`src/rtl/beatmap_pkg.sv`:
```
// beatmap_pkg: shared code constants and types for the beatmap note reader
package beatmap_pkg;
  localparam int BASE_CODE = 100;
  localparam int STEP_CODE = 4;
  localparam int LAST_CODE = 116;
  typedef logic [7:0] note_code_t;
  typedef enum logic {SYNC, RUN} reader_state_t;
endpackage

```
`src/rtl/beatmap_fifo.sv`:
```
// beatmap_fifo: DEPTH x 8 sync FIFO; a pop frees the slot for a same-cycle push when full
module beatmap_fifo
  import beatmap_pkg::*;
#(
  parameter int DEPTH = 8,
  localparam int AW = $clog2(DEPTH)
) (
  input  logic       clk,
  input  logic       reset,
  input  logic       push,
  input  logic       pop,
  input  note_code_t din,
  output note_code_t dout,
  output logic       full,
  output logic       empty,
  output logic [AW:0] count
);
  note_code_t mem [DEPTH];
  logic [AW-1:0] wptr, rptr;
  logic do_push, do_pop;
  assign empty = count == '0;
  assign full = count == (AW+1)'(DEPTH);
  assign do_pop = pop && !empty;
  assign do_push = push && (!full || do_pop);
  assign dout = mem[rptr];
  always_ff @(posedge clk or posedge reset)
    if (reset) begin
      wptr <= '0;
      rptr <= '0;
      count <= '0;
    end else begin
      if (do_push) wptr <= wptr + 1'b1;
      if (do_pop) rptr <= rptr + 1'b1;
      count <= count + (AW+1)'(do_push) - (AW+1)'(do_pop);
    end
  always_ff @(posedge clk)
    if (do_push) mem[wptr] <= din;
endmodule

```
`src/rtl/beatmap_note_reader.sv`:
```
// beatmap_note_reader: aligns and checks the beatmap code stream, queues notes, releases one per beat_tick
module beatmap_note_reader
  import beatmap_pkg::*;
#(
  parameter int DEPTH = 8,
  parameter int BASE = BASE_CODE,
  parameter int STEP = STEP_CODE,
  parameter int LAST = LAST_CODE
) (
  input  logic       clk,
  input  logic       reset,
  input  logic       data_en,
  input  logic [7:0] data,
  input  logic       beat_tick,
  input  logic       clr_flags,
  output logic       note_valid,
  output logic [2:0] note_lane,
  output logic [7:0] note_code,
  output logic [3:0] fill,
  output logic       overflow,
  output logic       underrun,
  output logic       seq_err
);
  localparam int AW = $clog2(DEPTH);
  localparam int SH = $clog2(STEP);
  localparam note_code_t B = note_code_t'(BASE);
  localparam note_code_t S = note_code_t'(STEP);
  localparam note_code_t L = note_code_t'(LAST);
  reader_state_t state, state_n;
  note_code_t expected, expected_n, head, diff;
  logic hit, resync, wr, seq_set, ovf_set, und_set, pop_ok, full, empty;
  logic [AW:0] count;
  // A BASE code always restarts the sequence, even when it breaks the one in progress
  always_comb begin
    hit = state == RUN && data == expected;
    resync = data == B && !hit;
    wr = data_en && (hit || resync);
    seq_set = data_en && state == RUN && !hit;
    expected_n = !data_en ? expected : resync ? B + S : hit ? (data == L ? B : expected + S) : expected;
    state_n = !data_en ? state : wr ? RUN : SYNC;
  end
  assign pop_ok = beat_tick && !empty;
  assign ovf_set = wr && full && !beat_tick;
  assign und_set = beat_tick && empty;
  assign diff = head - B;
  assign fill = 4'(count);
  beatmap_fifo #(.DEPTH(DEPTH)) u_fifo (
    .clk(clk), .reset(reset), .push(wr), .pop(beat_tick), .din(data),
    .dout(head), .full(full), .empty(empty), .count(count)
  );
  always_ff @(posedge clk or posedge reset)
    if (reset) begin
      state <= SYNC;
      expected <= B;
    end else begin
      state <= state_n;
      expected <= expected_n;
    end
  always_ff @(posedge clk or posedge reset)
    if (reset) begin
      note_valid <= 1'b0;
      note_code <= '0;
      note_lane <= '0;
      overflow <= 1'b0;
      underrun <= 1'b0;
      seq_err <= 1'b0;
    end else begin
      note_valid <= pop_ok;
      if (pop_ok) begin
        note_code <= head;
        note_lane <= 3'(diff >> SH);
      end
      overflow <= ovf_set || (overflow && !clr_flags);
      underrun <= und_set || (underrun && !clr_flags);
      seq_err <= seq_set || (seq_err && !clr_flags);
    end
endmodule
```
`config.mk`:
```
export PLATFORM = sky130hd
export DESIGN_NAME = beatmap_note_reader
export DESIGN_NICKNAME = d
export VERILOG_FILES = /design/src/rtl/beatmap_pkg.sv /design/src/rtl/beatmap_fifo.sv /design/src/rtl/beatmap_note_reader.sv
export SDC_FILE = /design/constraint.sdc
export NUM_CORES = 1
export LEC_CHECK = 0
export ABC_AREA = 1
export CAP_MARGIN = 40
export CORE_MARGIN = 2
export CORE_UTILIZATION = 45
export DETAILED_ROUTE_END_ITERATION = 10
export GPL_TIMING_DRIVEN = 1
export SLEW_MARGIN = 20
export SYNTH_ARGS = -nofsm -noshare
export SYNTH_HDL_FRONTEND = slang
export SYNTH_SLANG_ARGS = --single-unit
```
`constraint.sdc`:
```
create_clock -name clk -period 2.6 [get_ports clk]
set_input_delay 0.65 -clock clk [delete_from_list [all_inputs] [get_ports clk]]
set_output_delay 0.65 -clock clk [all_outputs]
set_load 0.01 [all_outputs]
```
==> impl_metrics.csv <==
group,metric,value,unit
clock_tree,htreeDepth,3,
yosys,synth-edff-count,64,
detailed_routing,vias,2957,
job,drv_cap,0,
detailed_routing,post-route-drc-count,0,
place,placed_cells,566,
yosys,yosysWarnings,0,
global_route,grt_max_degree,33,
clock_tree,cts_sinks,96,
timing,maxSlewViolCount,0,
yosys,synth_flop_cell,"edfxtp_1",
layout,area_delta_synth_final,20.7,%
timing,min_period,2.40,ns
clock_tree,cts.path.max_buffers,2,
layout,layout-drive-gt1-share,14.0,%
global_route,grt_pass1_wl,14600,microns
global_route,grt.total_usage,18.9,%
timing,setup_viol,0,
power,seqPwrFrac,43.3,%
timing,worst_slew_pin_slew,0.441,ns
yosys,synthDistinctLibCells,32,
timing,period_share,92.2,%
power,switchingPower,0.00144,W
layout,nets,490,
detailed_routing,drt_iter0_markers,76,
clock_tree,cts_hold_buf,0,
floorplan,initial_utilization,46.1,%
critical_path,start_kind,"input port",
critical_path,cp_max_fo,8,
status,status,"finished clean",
yosys,yosysSeqAreaShare,64.3,%
detailed_routing,routed_wl,8840,microns
critical_path,cp.required,2.66,ns
min_path,min_from,"note_lane[2]$_DFFE_PP0P_",
clock_tree,cts-buffers-inserted,9,
timing,hold_viol,0,
timing,slew_headroom,70.6,%
clock_tree,cts.repair.resized,0,
floorplan,die_y,101,microns
power,p_comb_share,34.2,%
place,dp_hpwl,6160,microns
global_route,antenna_found_initial,0,
layout,multiInputGateArea,1310,sq um
power,power_density,850,nW/um^2
floorplan,boundaryPins,32,
global_route,overflow,0,
detailed_routing,dr.pass1.iters,4,
place,port_buffers,31,
power,peakVddDrop,0.325,mV
timing,max_freq,417,MHz
place,gp_congestion,0.792,
critical_path,critPathLaunch,"data[1]",
yosys,ys_seq_elements,96,
yosys,ys_async_sr_fraction,33.3,%
clock_tree,root_buffer,"clkbuf_8",
critical_path,r2r_start,"u_fifo.count[2]$_DFF_PP0_",
timing,skew,0.00890,ns
floorplan,die_w,101,microns
clock_tree,clk_pin_slew,0.08,ns
critical_path,cp-end-kind,"register",
power,leakagePower,2.07,nW
timing,rsz0062_at_grt,"false",
clock_tree,post-cts-setup-buffers,0,
layout,seq_area,2730,sq um
clock_tree,cts_tree,"built",
yosys,syn_nets,422,
floorplan,die-area,10200,sq um
power,p_int,0.00291,W
detailed_routing,wire_per_inst,15.2,microns
power,power,0.00435,W
detailed_routing,vias_per_cell,5.08,
layout,antennaDiodeCount,0,
yosys,synth_area_per_cell,10.7,sq um
power,switching_share,33.2,%
global_route,grt_pass1_vias,2943,
layout,instances_no_fill,582,
layout,nFillCells,832,
critical_path,arrival,2.46,ns
clock_tree,clkLatencyLatePin,0.35,ns
floorplan,row_count,35,
yosys,syn_area,4240,sq um
detailed_routing,antenna_left,0,
power,clkPwrFrac,22.4,%
floorplan,core_region_area,9200,sq um
yosys,syn-instance-count,398,
critical_path,crit_type,"in2reg",
min_path,hp-class,"reg2reg",
-- state kept, by name, indices dropped and copies added (netlist names) --
register	flops
expected	6
note_code	8
note_lane	3
note_valid	1
overflow	1
seq_err	1
state	1
u_fifo.count	4
u_fifo.mem	64
u_fifo.rptr	3
u_fifo.wptr	3
underrun	1
-- worst paths after layout --
kind	end	slack, ns	cells after the start
hold reg to reg	note_lane[2]$_DFFE_PP0P_	0.48	2
hold / removal	note_lane[2]$_DFFE_PP0P_	0.48	2
max in group asynchronous	expected[2]$_DFFE_PP1P_	1.58	3
setup reg to reg	u_fifo.count[2]$_DFF_PP0_	0.46	12
min in group asynchronous	note_lane[0]$_DFFE_PP0P_	0.68	3
setup / recovery	u_fifo.mem[6][6]$_DFFE_PP_	0.20	10
-- Yosys cell counts (all sizes together) (4+ instances only) --
library cell  number  share of area (%)
o22ai              8                1.2
nand4              4               0.88
o221ai             5                1.0
o211ai             8                1.4
nand2             72                6.4
o21ai             44                5.5
edfxtp            64                 45
xor2               7                1.4
nand3             17                2.1
buf                6               0.77
inv               38                3.4
clkbuf             7               0.62
ha                10                2.9
dfrtp             29                 17
nor2              63                5.6
-- worst max-delay path, cell delays in order --
cell	delay, ns
clkdlybuf4s50_1	0.46
nor2_1	0.24
o21ai_0	0.13
nor2_1	0.11
nand2_1	0.11
o21ai_4	0.14
buf_4	0.14
nand4_2	0.13
nor2_1	0.13
buf_4	0.20
-- routing by layer --
metal  track usage, %  share of wire, %  vias to the layer above
met2             30.5                48                       60
met4             7.38               1.7                        0
li1                 -                 -                     1489
met3             3.12               4.4                       13
met1             25.6                46                     1395
met5                0                 0                        -
-- layout make-up --
| cell class | count | area share [%] |
|---|---|---|
| Timing Repair Buffer | 70 | 11.8 |
| Sequential cell | 96 | 53.2 |
| Tap cell | 111 | 2.71 |
| Clock inverter | 5 | 1.08 |
| Inverter | 38 | 2.79 |
| Multi-Input combinational cell | 251 | 25.7 |
| Clock buffer | 11 | 2.76 |
-- power groups by stage --
stage | Sequential (W) | Combinational (W) | Clock [W]
2_1_floorplan | 0.00198 | 0.000876 | 0
3_3_place_gp | 0.00192 | 0.00149 | 0
3_5_place_dp | 0.00192 | 0.00151 | 0
4_1_cts | 0.00189 | 0.00151 | 0.00100
5_1_grt | 0.00191 | 0.00170 | 0.00106
6_report | 0.00189 | 0.00149 | 0.000977
-- per-stage QoR --
stage | TNS (ns) | setup WS [ns] | hold WS, ns | util [%] | area (sq um)
finish | 0 | 0.203 | 0.482 | 55.7 | 5120
global route | 0 | 0.0904 | 0.509 | 55.7 | 5120
CTS | 0 | 0.215 | 0.489 | 55.7 | 5120
detailed placement | -8.63 | -0.153 | 0.467 | 53.6 | 4920
global placement | -5.17 | -0.105 | 0.463 | 53.6 | 4920
floorplan | 0 | 0.397 | 0.478 | - | 4240
-- cells in the final DEF, fill, tap and decap left out, types with 4 or more instances in the layout --
cell type / count
o211ai_1: 8
buf_4: 39
nor2_1: 62
nand2_1: 71
o221ai_1: 5
ha_1: 10
edfxtp_1: 64
nand3_1: 16
inv_1: 34
o21ai_0: 42
dfrtp_1: 29
clkbuf_8: 10
xor2_1: 7
o22ai_1: 8
inv_2: 4
clkdlybuf4s50_1: 31
-- cells by family after synthesis --
logic type / Yosys count / share of synthesized area [%]
AND/OR/NAND/NOR: 159 / 15.4
flip-flops: 96 / 64.3
AO/OA/AOI/OAI: 71 / 10.1
buffers and inverters: 51 / 4.75
adder cells (fa/ha/maj): 11 / 3.42
XOR/XNOR: 10 / 2.07
Note: power is estimated with default switching activity, not from simulation.
